===== src/rtl/mem_arbiter.sv =====
// Arbiter sharing a single-port synchronous memory between instruction fetch and data load/store.
// Optional alignment check enabled by defining MEM_ARB_ALIGN_CHECK_EN.
module mem_arbiter #(
  parameter int unsigned STARVE_MAX = 3,
  parameter int unsigned CNT_W      = 2
) (
  input  logic        clk,
  input  logic        nrst,
  input  logic        if_req,
  input  logic [31:0] if_addr,
  output logic        if_gnt,
  output logic        if_rvalid,
  output logic [31:0] if_rdata,
  input  logic        dm_req,
  input  logic        dm_we,
  input  logic [31:0] dm_addr,
  input  logic [31:0] dm_wdata,
  output logic        dm_gnt,
  output logic        dm_rvalid,
  output logic [31:0] dm_rdata,
  output logic        mem_cen,
  output logic        mem_wen,
  output logic [31:0] mem_a,
  output logic [31:0] mem_d,
  input  logic [31:0] mem_q,
  output logic        stall,
  output logic        align_err
);

  typedef enum logic [1:0] {RESP_NONE, RESP_IF, RESP_DM} resp_t;

  localparam logic [CNT_W-1:0] CNT_MAX = CNT_W'(STARVE_MAX);

  resp_t            resp_sel, resp_nxt;
  logic [CNT_W-1:0] starve_cnt, starve_nxt;
  logic             if_ok, dm_ok;

`ifdef MEM_ARB_ALIGN_CHECK_EN
  logic if_mis, dm_mis, align_q;

  assign if_mis = (if_addr[1:0] != 2'b00);
  assign dm_mis = (dm_addr[1:0] != 2'b00);
  // A misaligned requester drops out of arbitration, so it cannot block the other port.
  assign if_ok  = if_req & ~if_mis;
  assign dm_ok  = dm_req & ~dm_mis;

  always_ff @(posedge clk or negedge nrst) begin
    if (!nrst) align_q <= 1'b0;
    else       align_q <= align_q | (if_req & if_mis) | (dm_req & dm_mis);
  end

  assign align_err = align_q;
`else
  assign if_ok     = if_req;
  assign dm_ok     = dm_req;
  assign align_err = 1'b0;
`endif

  always_comb begin
    if_gnt = 1'b0;
    dm_gnt = 1'b0;
    if (if_ok && dm_ok) begin
      if (starve_cnt == CNT_MAX) if_gnt = 1'b1;
      else                       dm_gnt = 1'b1;
    end else begin
      if_gnt = if_ok;
      dm_gnt = dm_ok;
    end
  end

  always_comb begin
    starve_nxt = '0;
    if (if_req && !if_gnt)
      starve_nxt = (starve_cnt == CNT_MAX) ? starve_cnt : starve_cnt + 1'b1;
  end

  always_comb begin
    resp_nxt = RESP_NONE;
    if (if_gnt)                resp_nxt = RESP_IF;
    else if (dm_gnt && !dm_we) resp_nxt = RESP_DM;
  end

  always_ff @(posedge clk or negedge nrst) begin
    if (!nrst) begin
      resp_sel   <= RESP_NONE;
      starve_cnt <= '0;
    end else begin
      resp_sel   <= resp_nxt;
      starve_cnt <= starve_nxt;
    end
  end

  assign mem_cen   = if_gnt | dm_gnt;
  assign mem_wen   = dm_gnt & dm_we;
  assign mem_a     = if_gnt ? if_addr : (dm_gnt ? dm_addr : '0);
  assign mem_d     = mem_wen ? dm_wdata : '0;
  assign stall     = (if_req & ~if_gnt) | (dm_req & ~dm_gnt);

  assign if_rvalid = (resp_sel == RESP_IF);
  assign dm_rvalid = (resp_sel == RESP_DM);
  assign if_rdata  = if_rvalid ? mem_q : '0;
  assign dm_rdata  = dm_rvalid ? mem_q : '0;

endmodule


===== config.mk =====
export PLATFORM = sky130hd
export DESIGN_NAME = mem_arbiter
export DESIGN_NICKNAME = d
export VERILOG_FILES = /design/src/rtl/mem_arbiter.sv
export SDC_FILE = /design/constraint.sdc
export NUM_CORES = 1
export LEC_CHECK = 0
export CELL_PAD_IN_SITES_DETAIL_PLACEMENT = 1
export CELL_PAD_IN_SITES_GLOBAL_PLACEMENT = 2
export CORE_UTILIZATION = 10
export DETAILED_ROUTE_END_ITERATION = 8
export HOLD_SLACK_MARGIN = 0.02
export PLACE_DENSITY = 0.95
export SKIP_CTS_REPAIR_TIMING = 1
export SLEW_MARGIN = 10
export SYNTH_ARGS = -nofsm -noshare
export SYNTH_HDL_FRONTEND = slang
export SYNTH_SLANG_ARGS = --single-unit

===== constraint.sdc =====
create_clock -name clk -period 2.2 [get_ports clk]
set_input_delay 0.44 -clock clk [delete_from_list [all_inputs] [get_ports clk]]
set_output_delay 0.44 -clock clk [all_outputs]
set_load 0.05 [all_outputs]

==> run_results.csv <==
group,metric,value,unit
worst_setup_path,cp.depth,5,
placed_design,place_worst_setup_slack,-0.1684,ns
power_and_ir_drop,power,0.001716,W
floorplan,placementRows,42,
grt,grt_start_max_net_pins,34,
placed_design,dp_hpwl,8137,um
grt,grt_pass1_vias,2615,
clock_network,cts-buffers-inserted,3,
routing,met1Wirelength,3151,um
yosys,ys_ff_latch,4,
worst_setup_path,end_kind,"output port",
yosys,syn-num-nets,311,
run_status,status,"finished clean",
yosys,yosysUniqueCellTypes,20,
worst_setup_path,max_stage_delay,0.39,ns
layout,nNetsFinal,568,
yosys,syn_area,1349,um2
routing,drtAntennaViolNets,0,
placed_design,io_buffers,267,
worst_setup_path,cpLargestDelayFamily,"flip-flops",
timing,fin_crit,2.123,ns
timing,fmax,471.1,MHz
clock_network,clockBufferDepth,2,
routing,dr_wl_met3,872,um
grt,antenna_found_initial,1,
timing,fin_skew,0.004521,ns
floorplan,dieArea,13960,um2
timing,setup_viol,0,
worst_setup_path,crit_arrival,1.68,ns
routing,dr_total_vias,2490,
yosys,ys_seq_area_share,7.421,%
timing,finalSetupTns,0,ns
timing,hold_viol_final,0,
clock_network,clock-sinks,4,
grt,gr-usage-all-layers,12.83,%
worst_setup_path,timing.rr.end,"resp_sel[0]",
worst_setup_path,reg2reg_slack,1.05,ns
routing,dr.max_layer_used,"met5",
routing,drt-total-wl,9693,um
routing,wl_per_cell,15.97,um
floorplan,core_area,13190,um2
grt,grt.overflow.total,0,
worst_setup_path,worst-path-max-fanout,32,
floorplan,start_util,10.23,%
clock_network,root_buffer,"clkbuf_16",
timing,timing.hold.ws,0.4211,ns
worst_setup_path,critPathBufInv,2,
worst_setup_path,endpoint,"mem_a[28]",
timing,finalCritPeriodShare,96.49,%
power_and_ir_drop,vdd_drop_max,0.0002656,V
worst_setup_path,crit_start,"starve_cnt[0]",
yosys,ys_warn_count,0,
layout,drive_gt1_share,37.35,%
routing,dr.pass1.iters,4,
clock_network,path_clk_slew,0.03,ns
power_and_ir_drop,powerDensity,325.2,nW/um2
worst_setup_path,worst_setup_path_start_kind,"flip-flop",
routing,drt_iter0_markers,121,
power_and_ir_drop,p_leak,2.128,nW
worst_setup_path,r2r_cells,3,
placed_design,gp_congestion,0.8869,
floorplan,die_w,118.1,um
clock_network,clk_latency,0.23,ns
layout,antenna_cells,0,
worst_setup_path,critPathKind,"flip-flop to output port",
floorplan,io_pins,269,
grt,grt_pass1_wl,14220,um
layout,area_growth,291.1,%
timing,rsz0062_at_grt,"no",
worst_setup_path,crit_slowest_cell,"dfrtp_1",
routing,viasPerCell,4.102,
worst_hold_path,hp-class,"input port to async pin",
timing,fin_ws,0.07733,ns
run,maxCapViolCount,0,
worst_setup_path,reg2reg_from,"starve_cnt[0]",
clock_network,cts_tree,"done",
floorplan,chipHeight,118.1,um
routing,route.detailed.drc,0,
routing,wl_met2,5532,um
clock_network,htreeDepth,1,
timing,drv_slew,0,
yosys,syn_area_per_cell,7.664,um2
yosys,synthCells,176,
worst_setup_path,cp.required,1.76,ns
worst_setup_path,crit_top_cell,"buf_12",
worst_setup_path,crit_chain,"ha_2 -> nand2b_4 -> buf_12 -> a32o_1 -> buf_12",
[cells in the mapped netlist, drive strengths merged]
master	instances	area share [%]
o21ai	1	0.37
a21oi	1	0.37
nor2b	3	1.4
conb	1	0.28
dfrtp	4	7.4
a32o	32	24
buf	15	9.2
nand2b	1	0.46
inv	1	0.28
nand2	2	0.56
or2	1	0.46
ha	2	1.9
clkbuf	10	2.8
and2	66	31
nor3	1	0.37
and3b	1	0.65
nor3b	33	18
a21boi	1	0.83
[kinds of logic after synthesis]
logic type      Yosys count  share of synthesized area (%)
compound gates           35                          25.32
fa+ha+maj                 2                          1.855
buf+inv                  26                          12.25
flops                     4                          7.421
other cells               1                         0.2780
simple gates            108                          52.88
[state kept, by name, indices dropped and copies added, names as in the netlist]
register / cells
starve_cnt: 2
resp_sel: 2
[cell usage in the layout, fill, tap and decap left out, drive strengths merged]
cell,instances
inv,1
nand2b,1
nor3b,33
nor2b,3
dlymetal6s2s,2
buf,145
and3b,1
clkdlybuf4s50,130
and2,66
clkbuf,3
ha,2
a32o,32
a21oi,1
nor3,1
or2,1
dfrtp,4
a21boi,1
nand2,2
conb,1
o21ai,1
[power by group]
group          switching [W]  internal (W)
Combinational       0.000672      0.000678
Clock              0.0000525      0.000232
Sequential        0.00000254     0.0000777
[per-stage QoR]
step                instance area, um2  utilization [%]  cells
global placement                  5131            38.90    604
detailed placement                5131            38.90    604
global route                      5275            39.99    607
floorplan                         1349                -    176
finish                            5275            39.99    607
CTS                               5206            39.47    607
[how the worst min path moves through the flow]
stage                        startpoint            end  slack (ns)  cells after the start
after detailed placement  starve_cnt[0]  starve_cnt[0]        0.47                      1
final                              nrst    resp_sel[0]        0.42                      1
after CTS                          nrst    resp_sel[0]        0.43                      1
after global routing               nrst    resp_sel[0]        0.43                      1
after global placement    starve_cnt[0]  starve_cnt[0]        0.46                      1
after floorplan                    nrst    resp_sel[0]        0.14                      0
[final cells by class]
class / instances / area, um2
fillers: 1415 / 7915
repair buffers: 277 / 3732
multi-input cells: 146 / 1144
well taps: 176 / 220.2
flip-flops and latches: 4 / 100.1
clock buffers: 3 / 75.07
inverters: 1 / 3.754
[worst reg2reg max path, delay by kind of cell, from the launching register on]
kind | cells | cell delay [ns]
adder cells (fa/ha/maj) | 1 | 0.24
AND/OR/NAND/NOR | 2 | 0.39
flip-flops | 1 | 0.39
[layer usage]
metal | vias to the layer above | track usage (%)
met2 | 161 | 27.02
li1 | 1147 | -
met4 | 2 | 3.205
met1 | 1170 | 11.67
met3 | 10 | 3.571
met5 | - | 0
No activity file was read; power rests on OpenSTA's default activity.
